`config.mk`:
```
export PLATFORM = sky130hd
export DESIGN_NAME = tx_pixel_drain
export DESIGN_NICKNAME = d
export VERILOG_FILES = /design/src/rtl/tx_pixel_drain.sv
export SDC_FILE = /design/constraint.sdc
export NUM_CORES = 1
export LEC_CHECK = 0
export ABC_CLOCK_PERIOD_IN_PS = 4300
export BUFFER_PORTS_ARGS = -buffer_cell sky130_fd_sc_hd__buf_4
export CAP_MARGIN = 20
export CORE_MARGIN = 2
export CORE_UTILIZATION = 31
export CTS_BUF_LIST = sky130_fd_sc_hd__clkbuf_16
export DETAILED_ROUTE_END_ITERATION = 7
export PLACE_DENSITY = 0.52
export SYNTH_ARGS = -nofsm -noshare
export SYNTH_HDL_FRONTEND = slang
export SYNTH_SLANG_ARGS = --single-unit
```
`constraint.sdc`:
```
create_clock -name clk -period 4.3 [get_ports clk]
set_input_delay 0.215 -clock clk [delete_from_list [all_inputs] [get_ports clk]]
set_output_delay 0.215 -clock clk [all_outputs]
set_load 0.02 [all_outputs]
```
`src/rtl/tx_pixel_drain.sv`:
```
// tx_pixel_drain: elastic buffer between an edge-detector pixel stream and a
// UART TX FIFO. Each frame of FRAME_PIXELS pixels is preceded by SYNC_BYTE.
// The producer cannot be stalled; pixels arriving with a full buffer and no
// concurrent drain are dropped and flagged on the sticky overflow output.
module tx_pixel_drain #(
  parameter int                DATA_W       = 8,
  parameter int                DEPTH        = 16,
  parameter int                FRAME_PIXELS = 4096,
  parameter logic [DATA_W-1:0] SYNC_BYTE    = 8'hA5
) (
  input  logic                       clk,
  input  logic                       rstN,
  input  logic [DATA_W-1:0]          pixel_in,
  input  logic                       pixel_in_valid,
  input  logic                       tx_full,
  output logic                       tx_wr,
  output logic [DATA_W-1:0]          tx_wr_data,
  output logic                       frame_done,
  output logic                       overflow,
  output logic [$clog2(DEPTH):0]     level
);

  localparam int AW = $clog2(DEPTH);
  localparam int LW = AW + 1;
  localparam int CW = $clog2(FRAME_PIXELS + 1);
  localparam logic [CW-1:0] LAST_PIX = CW'(FRAME_PIXELS - 1);
  localparam logic [LW-1:0] FULL_LVL = LW'(DEPTH);

  typedef enum logic [1:0] {
    IDLE   = 2'd0,
    SYNC   = 2'd1,
    STREAM = 2'd2
  } state_t;

  state_t            state_reg;
  logic [AW-1:0]     wr_ptr_reg;
  logic [AW-1:0]     rd_ptr_reg;
  logic [LW-1:0]     level_reg;
  logic [CW-1:0]     pix_cnt_reg;
  logic              overflow_reg;
  logic [DATA_W-1:0] mem [DEPTH];

  logic buf_full;
  logic buf_empty;
  logic sync_wr;
  logic pop;
  logic push;
  logic drop;
  logic last_pop;

  // Handshake decisions: writes depend only on registered state and tx_full,
  // so the TX FIFO never sees a write while it reports full.
  always_comb begin
    buf_full  = (level_reg == FULL_LVL);
    buf_empty = (level_reg == '0);
    sync_wr   = (state_reg == SYNC) && !tx_full;
    pop       = (state_reg == STREAM) && !buf_empty && !tx_full;
    push      = pixel_in_valid && (!buf_full || pop);
    drop      = pixel_in_valid && buf_full && !pop;
    last_pop  = pop && (pix_cnt_reg == LAST_PIX);
  end

  // TX write port; data is forced to zero when no write is issued.
  always_comb begin
    tx_wr      = sync_wr || pop;
    tx_wr_data = '0;
    if (sync_wr) begin
      tx_wr_data = SYNC_BYTE;
    end else if (pop) begin
      tx_wr_data = mem[rd_ptr_reg];
    end
  end

  assign frame_done = last_pop;
  assign overflow   = overflow_reg;
  assign level      = level_reg;

  // Buffer storage; contents need no reset because level gates every read.
  always_ff @(posedge clk) begin
    if (push) begin
      mem[wr_ptr_reg] <= pixel_in;
    end
  end

  // Buffer pointers, occupancy and sticky drop flag.
  always_ff @(posedge clk or negedge rstN) begin
    if (!rstN) begin
      wr_ptr_reg   <= '0;
      rd_ptr_reg   <= '0;
      level_reg    <= '0;
      overflow_reg <= 1'b0;
    end else begin
      if (push) begin
        wr_ptr_reg <= wr_ptr_reg + AW'(1);
      end
      if (pop) begin
        rd_ptr_reg <= rd_ptr_reg + AW'(1);
      end
      case ({push, pop})
        2'b10:   level_reg <= level_reg + LW'(1);
        2'b01:   level_reg <= level_reg - LW'(1);
        default: level_reg <= level_reg;
      endcase
      if (drop) begin
        overflow_reg <= 1'b1;
      end
    end
  end

  // Frame sequencer: sync marker first, then FRAME_PIXELS buffered pixels.
  always_ff @(posedge clk or negedge rstN) begin
    if (!rstN) begin
      state_reg   <= IDLE;
      pix_cnt_reg <= '0;
    end else begin
      case (state_reg)
        IDLE: begin
          if (!buf_empty) begin
            state_reg <= SYNC;
          end
        end
        SYNC: begin
          if (sync_wr) begin
            state_reg <= STREAM;
          end
        end
        STREAM: begin
          if (last_pop) begin
            pix_cnt_reg <= '0;
            state_reg   <= IDLE;
          end else if (pop) begin
            pix_cnt_reg <= pix_cnt_reg + CW'(1);
          end
        end
        default: begin
          state_reg   <= IDLE;
          pix_cnt_reg <= '0;
        end
      endcase
    end
  end

endmodule

```
==> flow_summary.ini, run 1 <==
[worst_setup_path]
crit_path_start = rd_ptr_reg[0]
critical_path.endpoint = tx_wr_data[6]
kind_of_critical_path = reg2out
critical_path.max_fanout = 15
crit_path_end_kind = primary output
timing.reg2reg.worst_path_depth = 4
timing.critical_path.required_ns = 4.09
worst_r2r_setup_slack_ns = 1.62
worstReg2RegStart = state_reg[0]
cp-start-kind = flop
critPathArrivalTime_ns = 2.73
regToRegEndpoint = mem[8][5]

[timing]
worst_slew_pin_slew_ns = 1.07
finalSetupTns_ns = 0
relative_slew_slack = 0.289
fmaxAchievable_mhz = 339
rsz_0062_raised_after_global_routing = false
skew_ns = 0.00945
timing.final.setup_violations = 0
timing.final.crit_share = 0.686
fin_ws_ns = 1.35
hold_slack_ns = 0.111
timing.final.hold_violations = 0
timing.final.max_slew_violations = 0
final.min_clock_period_ns = 2.95

[clock_tree]
cts_num_sinks = 157
tritoncts = built
tritoncts.num_buffers = 17
clock_latency_ns = 0.42
clk_transition_reported_paths_ns = 0.07
cts_setup_buffers = 0
cts_h_tree_depth = 4
clock-root-buffer = sky130_fd_sc_hd__clkbuf_16
cts_max_path_buffers = 2
resized_gates_after_cts = 0
postCtsHoldBufs = 1

[logic_synthesis]
synth.top_cells.by_area = sky130_fd_sc_hd__edfxtp_1 56%, sky130_fd_sc_hd__dfrtp_1 11%, sky130_fd_sc_hd__mux4_2 11%
yosys_warnings = 0
syn_avg_cell_area_um2 = 17.0
yosys_register_bits = 157
predominant_post_synthesis_flop_cell = sky130_fd_sc_hd__edfxtp_1
syn_inst = 402
synth.lib_cells_used.distinct = 63
synth_top_area_share = 0.563
synth_fp_nets = 422
share_of_the_yosys_chip_area_belonging_to_registers = 0.670
syn-cell-area_mm2 = 0.00682
netlist.top_cell.by_area = sky130_fd_sc_hd__edfxtp_1
synth_enable_flop_cells = 128
postSynth.asyncResetShare = 0.185

[floorplanning]
rows = 54
ios = 28
chipWidth_um = 152
floorplan.die.height_um = 152
starting_density_of_the_core = 0.315
fp.coreArea_mm2 = 0.0217
dieArea_mm2 = 0.0232

[final_layout]
syn2layout_area_growth_pct = 15.1
fillerInstances = 1984
final_layout_size_suffix_gt1_frac = 0.262
largest_reg_flops = 128
nNetsFinal = 454
antenna_cells_inserted = 0

[global_route]
largest_net_degree_at_the_start_of_global_routing = 30
vias_in_the_first_global_route = 3728
antenna_found_initial = 0
grt_first_pass_wirelength_um = 22200
grt_overflow_total = 0
overall_track_demand_over_capacity_in_global_routing = 0.126

[power_and_ir_drop]
power_switching_uw = 1500
power.density_cell_area_mw_per_mm2 = 603
cell_internal_pwr_uw = 3240
power.share.switching = 0.316
power.leakage_uw = 0.00262
clock_power_share = 0.301
ir_worst_vdd_mv = 0.304
fraction_of_power_consumed_by_combinational_cells = 0.255
power_frac_seq = 0.444

[route]
dr.first_iter.drc_count = 395
first_pass_iters = 4
routed_wl_um = 13900
drc_errors = 0
route.detailed.vias_per_inst = 5.03
average_wire_per_standard_cell_um = 19.1
total_via_count_in_the_routed_design = 3656
number_of_nets_with_antenna_violations_after_routing = 0

[run]
drv_cap = 0

[placed_design]
io_buffer_count = 27
finalWeightedCongestion = 0.751
hpwlAfterDp_um = 9070
pre_cts_slack_ns = 1.54

[run_status]
outcome = finished, final reports clean

[hold_path]
hold_class = in2reg
==> power groups by stage <==
stage / Combinational, uW / Clock (uW) / Sequential [uW]
2_1_floorplan: 992 / 0 / 2010
3_3_place_gp: 1220 / 0 / 2140
3_5_place_dp: 1220 / 0 / 2140
4_1_cts: 1230 / 1460 / 2110
5_1_grt: 1320 / 1520 / 2140
6_report: 1210 / 1430 / 2110
==> critical path: stages, from the launching register on <==
cell	delay (ns)
sky130_fd_sc_hd__dfrtp_1	0.86
sky130_fd_sc_hd__buf_4	0.33
sky130_fd_sc_hd__mux4_2	0.52
sky130_fd_sc_hd__mux2i_1	0.20
sky130_fd_sc_hd__a211oi_1	0.15
sky130_fd_sc_hd__buf_4	0.24
==> through the flow <==
stage	utilization	power, uW	cells	cell area, um2
global route	0.362	4990	727	7860
CTS	0.362	4800	726	7850
global placement	0.336	3350	693	7280
floorplan	-	3000	402	6820
detailed placement	0.336	3370	693	7280
finish	0.362	4740	727	7860
==> kinds of logic (layout without fill, tap and decap cells) <==
group | count (synthesis) | count (layout) | synth area share
XOR/XNOR | 7 | 7 | 0.00898
adder cells (fa/ha/maj) | 8 | 8 | 0.0147
AND/OR/NAND/NOR | 89 | 89 | 0.0752
flip-flops | 157 | 157 | 0.670
buffers and inverters | 30 | 75 | 0.0264
multiplexers | 48 | 48 | 0.132
AO/OA/AOI/OAI | 63 | 63 | 0.0732
==> metal layers <==
layer / global-route usage / share of wire
met1: 0.172 / 0.47
met2: 0.198 / 0.49
met3: 0.0293 / 0.028
met4: 0.0454 / 0.0083
met5: 0 / 0
==> area by class of cell <==
type / count / area, um2 / area share
Clock buffer: 17 / 425 / 0.0541
Clock inverter: 15 / 135 / 0.0172
Inverter: 6 / 22.5 / 0.00287
Multi-Input combinational cell: 215 / 2070 / 0.264
Sequential cell: 157 / 4570 / 0.582
Tap cell: 280 / 350 / 0.0446
Timing Repair Buffer: 37 / 278 / 0.0354
==> how the worst min path moves through the flow <==
stage	to	cells past startpoint	slack (ns)	from
CTS	mem[11][7]	1	0.09	pixel_in[7]
global route	mem[9][7]	1	0.11	pixel_in[7]
floorplan	level[0]	0	-0.08	rstN
finish	mem[11][7]	1	0.11	pixel_in[7]
detailed placement	pix_cnt_reg[3]	1	0.17	rstN
global placement	pix_cnt_reg[3]	1	0.18	rstN
==> cells in the final DEF (no fill, tap or decap), types with 3 or more instances in the layout <==
cell type | netlist | layout
sky130_fd_sc_hd__edfxtp_1 | 128 | 128
sky130_fd_sc_hd__buf_4 | 4 | 35
sky130_fd_sc_hd__mux4_2 | 32 | 32
sky130_fd_sc_hd__dfrtp_1 | 29 | 28
sky130_fd_sc_hd__nand2_1 | 21 | 21
sky130_fd_sc_hd__clkbuf_16 | 0 | 17
sky130_fd_sc_hd__nor2_1 | 15 | 15
sky130_fd_sc_hd__a211oi_1 | 15 | 15
sky130_fd_sc_hd__mux2i_1 | 12 | 12
sky130_fd_sc_hd__nor3_1 | 10 | 10
sky130_fd_sc_hd__a211o_1 | 8 | 8
sky130_fd_sc_hd__ha_1 | 8 | 8
sky130_fd_sc_hd__inv_1 | 6 | 7
sky130_fd_sc_hd__xnor2_1 | 7 | 7
sky130_fd_sc_hd__nand4_1 | 6 | 6
sky130_fd_sc_hd__nor2b_1 | 6 | 6
sky130_fd_sc_hd__inv_6 | 0 | 6
sky130_fd_sc_hd__a21oi_1 | 5 | 5
sky130_fd_sc_hd__nand2b_1 | 5 | 5
sky130_fd_sc_hd__nor4b_1 | 5 | 5
sky130_fd_sc_hd__o221ai_1 | 4 | 4
sky130_fd_sc_hd__o21ai_0 | 4 | 4
sky130_fd_sc_hd__nand3_1 | 4 | 4
sky130_fd_sc_hd__o21a_1 | 3 | 3
sky130_fd_sc_hd__a2111oi_0 | 3 | 3
sky130_fd_sc_hd__nor4_1 | 3 | 3
==> Yosys cell counts, types with 4 or more instances <==
cell and number:
sky130_fd_sc_hd__nand3_1 4, sky130_fd_sc_hd__a21oi_1 5, sky130_fd_sc_hd__mux2i_1 12, sky130_fd_sc_hd__nor3_1 10, sky130_fd_sc_hd__buf_2 8, sky130_fd_sc_hd__ha_1 8
sky130_fd_sc_hd__edfxtp_1 128, sky130_fd_sc_hd__nor4b_1 5, sky130_fd_sc_hd__buf_4 4, sky130_fd_sc_hd__o221ai_1 4, sky130_fd_sc_hd__inv_1 6, sky130_fd_sc_hd__nand4_1 6
sky130_fd_sc_hd__nor2_1 15, sky130_fd_sc_hd__nor2b_1 6, sky130_fd_sc_hd__clkbuf_1 4, sky130_fd_sc_hd__nand2b_1 5, sky130_fd_sc_hd__a211oi_1 15, sky130_fd_sc_hd__xnor2_1 7
sky130_fd_sc_hd__o21ai_0 4, sky130_fd_sc_hd__mux4_2 32, sky130_fd_sc_hd__nand2_1 21, sky130_fd_sc_hd__a211o_1 8, sky130_fd_sc_hd__dfrtp_1 29
Power figures use the tool's default switching activity.
==> run 2, diff against run 1 <==
- ABC_AREA: default -> 1
- ABC_CLOCK_PERIOD_IN_PS: 4300 -> 2700
- PLACE_DENSITY: 0.52 -> 0.53
- clock period: 4.3 -> 2.7 ns (I/O delays scaled with it)
==> run 2 against run 1 <==
Against the previous run: die area about the same; combinational power up 130%; highest routed layer unchanged; non-clock buffer count up 9; wire length rose by 19%; clock-buffer cell count stayed put; area after synthesis is essentially flat; critical path depth unchanged; first-iteration DRC count shrank 17%; flip-flop and latch count unchanged; synthesized cell count rose by 53%; power increased by 74%; worst hold slack lost 0.095 ns.
==> flow_summary.ini, run 2 <==
[hold_path]
worst_hold_path.num_cells = 3
hold_class = in2reg
timing.hold.worst.start = tx_full
hold_path_end = state_reg[0]

[power_and_ir_drop]
power.leakage_uw = 0.00311
ir_worst_vdd_mv = 0.558
finalPower_uw = 8250
power.density_cell_area_mw_per_mm2 = 1030

[route]
total_via_count_in_the_routed_design = 4625
dr.first_iter.drc_count = 328
routed_wl_um = 16600
number_of_nets_with_antenna_violations_after_routing = 0
route.detailed.vias_per_inst = 4.87
first_pass_iters = 7
average_wire_per_standard_cell_um = 17.4
drc_errors = 0

[logic_synthesis]
post_synth_and_or_nand_nor_area_fraction = 0.189
postSynth.asyncResetShare = 0.185
synth_compound_area_frac = 0.0696
synth.lib_cells_used.distinct = 37
synth_fa_ha_area_frac = 0.0147
synth_top_area_share = 0.563
yosys-mux-area-fraction = 0
synth_top_family_by_area = simple AND/OR/NAND/NOR gates
post_synth_most_frequent_cells = 165 x sky130_fd_sc_hd__nand2_1, 128 x sky130_fd_sc_hd__edfxtp_1, 63 x sky130_fd_sc_hd__nand3_1
predominant_post_synthesis_flop_cell = sky130_fd_sc_hd__edfxtp_1
synth_most_common_cell = sky130_fd_sc_hd__nand2_1
synth_fp_nets = 636
syn_inst = 616
yosys_register_bits = 157
synth_enable_flop_cells = 128
syn_avg_cell_area_um2 = 11.1
share_of_the_yosys_chip_area_belonging_to_registers = 0.669
yosys_warnings = 0
yosys.area_share.xor_xnor = 0.0167
synth.top_cells.by_area = sky130_fd_sc_hd__edfxtp_1 56%, sky130_fd_sc_hd__dfrtp_1 11%, sky130_fd_sc_hd__nand2_1 9.1%
syn-cell-area_mm2 = 0.00683
netlist.top_cell.by_area = sky130_fd_sc_hd__edfxtp_1

[worst_setup_path]
critical_path.max_fanout = 13
timing.reg2reg.worst_path_depth = 9
cp_slowest_cell = sky130_fd_sc_hd__dfrtp_1
critPathArrivalTime_ns = 2.48
critical_path.top_delay_family = buffers and inverters
crit_path_end_kind = primary output
crit_buf_inv = 2
cp-start-kind = flop
worstReg2RegStart = state_reg[0]
regToRegEndpoint = mem[5][5]
path_cells = clkinvlp_2 > a21oi_1 > a221oi_1 > nor2_1 > buf_4
timing.critical_path.required_ns = 2.57
cpPeakStageDelay_ns = 0.67
kind_of_critical_path = reg2out
worst_r2r_setup_slack_ns = 0.40

[timing]
rsz_0062_raised_after_global_routing = true
skew_ns = 0.00893
relative_slew_slack = 0.494
timing.final.crit_share = 0.968
fmaxAchievable_mhz = 382
final.min_clock_period_ns = 2.61
worst_slew_pin_slew_ns = 0.757
timing.final.setup_violations = 0
finalSetupTns_ns = 0
timing.final.hold_violations = 0
hold_slack_ns = 0.0158
timing.final.max_slew_violations = 0

[final_layout]
mostFrequentLayoutCell = sky130_fd_sc_hd__nand2_1
syn2layout_area_growth_pct = 17.6
antenna_cells_inserted = 0
final_layout_size_suffix_gt1_frac = 0.152
nNetsFinal = 676
layout_common_cells = 165 x sky130_fd_sc_hd__nand2_1, 128 x sky130_fd_sc_hd__edfxtp_1, 63 x sky130_fd_sc_hd__nand3_1, 43 x sky130_fd_sc_hd__buf_4, 42 x sky130_fd_sc_hd__a21oi_1
layout.core_utilization = 0.370
largest_reg_flops = 128

[global_route]
vias_in_the_first_global_route = 4613
overall_track_demand_over_capacity_in_global_routing = 0.144
largest_net_degree_at_the_start_of_global_routing = 67
antenna_found_initial = 0
grt_first_pass_wirelength_um = 25800
grt_overflow_total = 0

[placed_design]
hpwlAfterDp_um = 10700
finalWeightedCongestion = 0.825
io_buffer_count = 27

[floorplanning]
rows = 54
ios = 28
starting_density_of_the_core = 0.315
dieArea_mm2 = 0.0232
chipWidth_um = 152
floorplan.die.height_um = 152
fp.coreArea_mm2 = 0.0217

[run]
drv_cap = 0

[clock_tree]
clock-root-buffer = sky130_fd_sc_hd__clkbuf_16
clock_latency_ns = 0.42
tritoncts = built
tritoncts.num_buffers = 17
cts_num_sinks = 157
clk_transition_reported_paths_ns = 0.07
cts_max_path_buffers = 2
cts_setup_buffers = 0
cts_h_tree_depth = 4

[run_status]
outcome = finished, final reports clean
==> run 2: cell families after synthesis <==
family                   after synthesis
AO/OA/AOI/OAI                         79
XOR/XNOR                              13
adder cells (fa/ha/maj)                8
buffers and inverters                 67
flip-flops                           157
AND/OR/NAND/NOR                      292
==> run 2: repair_timing <==
item                                    in CTS  in global routing
endpoints found under the setup margin       0                  1
hold buffers                                 1                  0
gates resized for setup                      0                  1
endpoints found under the hold margin       29                  0
==> run 2: worst max path at each step <==
| stage | start | to | cells after the start |
|---|---|---|---|
| 2_1_floorplan | level[0] | mem[0][0] | 8 |
| 3_3_place_gp | state_reg[0] | mem[5][3] | 9 |
| 3_5_place_dp | state_reg[0] | mem[5][1] | 9 |
| 4_1_cts | rd_ptr_reg[2] | tx_wr_data[4] | 5 |
| 5_1_grt | rd_ptr_reg[2] | tx_wr_data[6] | 5 |
| 6_report | rd_ptr_reg[2] | tx_wr_data[6] | 5 |
==> run 2: worst reg2reg max path: cells and delay by family (launching register included) <==
| family | cells | cell delay, ns |
|---|---|---|
| flops | 1 | 0.41 |
| simple gates | 7 | 1.27 |
| buf+inv | 2 | 0.24 |
==> run 2: layout make-up <==
class	instances	area, um2
inverter	41	160
clock inverter	15	163
timing repair buffer	46	373
fill	2097	13700
timing repair inverter	1	5.00
clock buffer	17	425
sequential	157	4570
multi-input combinational	392	1980
tap	280	350
==> run 2: power breakdown <==
group / leakage [uW] / internal (uW) / switching [uW] / total [uW]
registers: 0.00153 / 2940 / 215 / 3160
clock network: 0.000293 / 1250 / 1090 / 2340
logic: 0.00129 / 870 / 1880 / 2750
==> run 2: per-layer routing <==
layer,GRT usage,vias up,part of all wire
met5,0,-,0
met4,0.0472,0,0.017
met3,0.0279,20,0.046
met2,0.237,125,0.48
met1,0.193,2246,0.46
li1,-,2234,-
==> run 2: stage by stage <==
stage	instance area, um2	setup slack [ns]	instances
final	8030	0.0851	949
after floorplan	6830	0.755	616
after global routing	8030	-0.00180	949
after CTS	8020	0.232	948
after detailed placement	7420	0.379	915
after global placement	7420	0.489	915
==> run 3, diff against run 2 <==
- CORE_UTILIZATION: 31 -> 40
- PLACE_DENSITY: 0.53 -> default
==> run 3 against run 2 <==
Against the previous run: cell count fell by 6.2%; non-clock buffer count up 2; maximum frequency is 11% higher; utilization is 10 points higher; setup slack better by 0.25 ns; register-to-register slack barely moved; first-iteration DRC count is 22% higher; global-route usage rose by 3.9 points; clock skew fell by 0.0022 ns; via count increased by 2.8%; combinational power about the same; largest power group unchanged.
==> flow_summary.ini, run 3 (synthesis results as in run 2) <==
[run_status]
outcome = finished, final reports clean

[global_route]
overall_track_demand_over_capacity_in_global_routing = 0.183
use_met1 = 0.248
antenna_found_initial = 0
gr-usage-met2 = 0.289
grt_first_pass_wirelength_um = 25000
largest_net_degree_at_the_start_of_global_routing = 43
grt_util_met3 = 0.0450
vias_in_the_first_global_route = 4667
globalRoute.busiestLayer = met2
grt_overflow_total = 0

[timing]
timing.final.crit_share = 0.875
finalSetupTns_ns = 0
timing.final.hold_violations = 0
timing.final.setup_violations = 0
fin_ws_ns = 0.338
skew_ns = 0.00669
rsz_0062_raised_after_global_routing = false
fmaxAchievable_mhz = 423
relative_slew_slack = 0.456
worst_slew_pin_slew_ns = 0.813
timing.final.max_slew_violations = 0
final.min_clock_period_ns = 2.36

[worst_setup_path]
path_cells = inv_2 > buf_4 > nand2_1 > a221oi_1 > nor3_1 > nor2_1 > buf_4
cp-start-kind = flop
cpMostUsedCell = sky130_fd_sc_hd__buf_4
critPathArrivalTime_ns = 2.23
timing.critical_path.required_ns = 2.57
cp_slowest_cell = sky130_fd_sc_hd__dfrtp_2
critical_path.max_fanout = 42
crit_path_end_kind = primary output
cpPeakStageDelay_ns = 0.42
kind_of_critical_path = reg2out

[floorplanning]
fp.coreArea_mm2 = 0.0166
starting_density_of_the_core = 0.410
ios = 28
chipWidth_um = 135
dieArea_mm2 = 0.0181
floorplan.die.height_um = 135
rows = 47

[placed_design]
place_inst = 857
pre_cts_slack_ns = 0.415
hpwlAfterDp_um = 10100
finalWeightedCongestion = 0.920
io_buffer_count = 27

[final_layout]
largest_reg_flops = 128
layout_common_cells = 165 x sky130_fd_sc_hd__nand2_1, 128 x sky130_fd_sc_hd__edfxtp_1, 63 x sky130_fd_sc_hd__nand3_1, 47 x sky130_fd_sc_hd__buf_4, 42 x sky130_fd_sc_hd__a21oi_1
multi_input_area_mm2 = 0.00198
mostFrequentLayoutCell = sky130_fd_sc_hd__nand2_1
nNetsFinal = 677
ff_latch_area_mm2 = 0.00457
fillerInstances = 1522
post_layout_nonfiller_instances = 890
antenna_cells_inserted = 0
layout.core_utilization = 0.474
final_layout_size_suffix_gt1_frac = 0.149
syn2layout_area_growth_pct = 15.5

[clock_tree]
clk_transition_reported_paths_ns = 0.06
tritoncts.num_buffers = 17
cts_max_path_buffers = 2
clock-root-buffer = sky130_fd_sc_hd__clkbuf_16
cts_num_sinks = 157
cts_h_tree_depth = 4
clock_latency_ns = 0.42
tritoncts = built
cts_setup_buffers = 0

[power_and_ir_drop]
clock_power_share = 0.272
power.density_cell_area_mw_per_mm2 = 1020
power.share.switching = 0.378
finalPower_uw = 8020
power_switching_uw = 3040
power.leakage_uw = 0.00309
ir_worst_vdd_mv = 0.564
power_frac_seq = 0.388
cell_internal_pwr_uw = 4990
fraction_of_power_consumed_by_combinational_cells = 0.340

[route]
total_via_count_in_the_routed_design = 4755
first_pass_iters = 5
route.detailed.vias_per_inst = 5.34
drc_errors = 0
average_wire_per_standard_cell_um = 17.6
routed_wl_um = 15700
dr.first_iter.drc_count = 400
number_of_nets_with_antenna_violations_after_routing = 0

[hold_path]
hold_class = in2reg

[run]
drv_cap = 0
[run 3: cell types whose count changed in the layout (fill, tap and decap cells not counted)]
cell,delta
sky130_fd_sc_hd__clkinv_4,+3
sky130_fd_sc_hd__inv_8,-7
sky130_fd_sc_hd__buf_4,+4
sky130_fd_sc_hd__clkinv_2,+1
sky130_fd_sc_hd__clkinv_8,-2
sky130_fd_sc_hd__inv_6,+2
sky130_fd_sc_hd__inv_1,+2
sky130_fd_sc_hd__clkinvlp_2,-1
sky130_fd_sc_hd__clkinv_1,+1
sky130_fd_sc_hd__buf_12,-2
[run 3: power groups by stage]
stage | Clock [uW] | Combinational, uW | Sequential, uW
after floorplan | 0 | 1830 | 3180
after global placement | 0 | 2710 | 3150
after detailed placement | 0 | 2720 | 3160
after CTS | 2220 | 2730 | 3110
after global routing | 2320 | 3040 | 3140
final | 2180 | 2730 | 3110
[run 3: layer usage]
metal / vias up / share of wire
met4: 0 / 0.015
met3: 23 / 0.059
li1: 2240 / -
met5: - / 0
met2: 148 / 0.47
met1: 2344 / 0.45
[run 3: final timing paths]
path                              endpoint             from  slack [ns]  cells past startpoint
min                           state_reg[0]          tx_full        0.02                      3
max reg2reg                     mem[12][6]     state_reg[0]        0.41                      9
max in group asynchronous    rd_ptr_reg[0]             rstN        2.20                      2
max                          tx_wr_data[3]    rd_ptr_reg[0]        0.34                      7
min reg2reg                pix_cnt_reg[12]  pix_cnt_reg[12]        0.49                      1
min in group asynchronous   pix_cnt_reg[7]             rstN        0.18                      2
[run 3: metrics by stage]
step	cell area [um2]	hold WS (ns)
2_1_floorplan	6830	-0.161
3_3_place_gp	7340	0.0947
3_5_place_dp	7340	0.0930
4_1_cts	7890	0.00357
5_1_grt	7890	0.0156
6_report	7890	0.0171
[run 3: area by class of cell]
class                      instances  area share
sequential                       157       0.579
multi-input combinational        392       0.251
clock buffer                      17      0.0539
timing repair buffer              48      0.0460
tap                              220      0.0349
inverter                          41      0.0198
clock inverter                    15      0.0146
[run 3: critical path: cells and delay by family (launching register included)]
kind	cells	cell delay (ns)
simple gates	3	0.36
buf+inv	3	0.62
compound gates	1	0.39
flops	1	0.42
[run 3: what timing repair did]
action / CTS / global route
hold buffers: 1 / 0
resized for setup: 0 / 0
hold endpoints to repair: 29 / 0
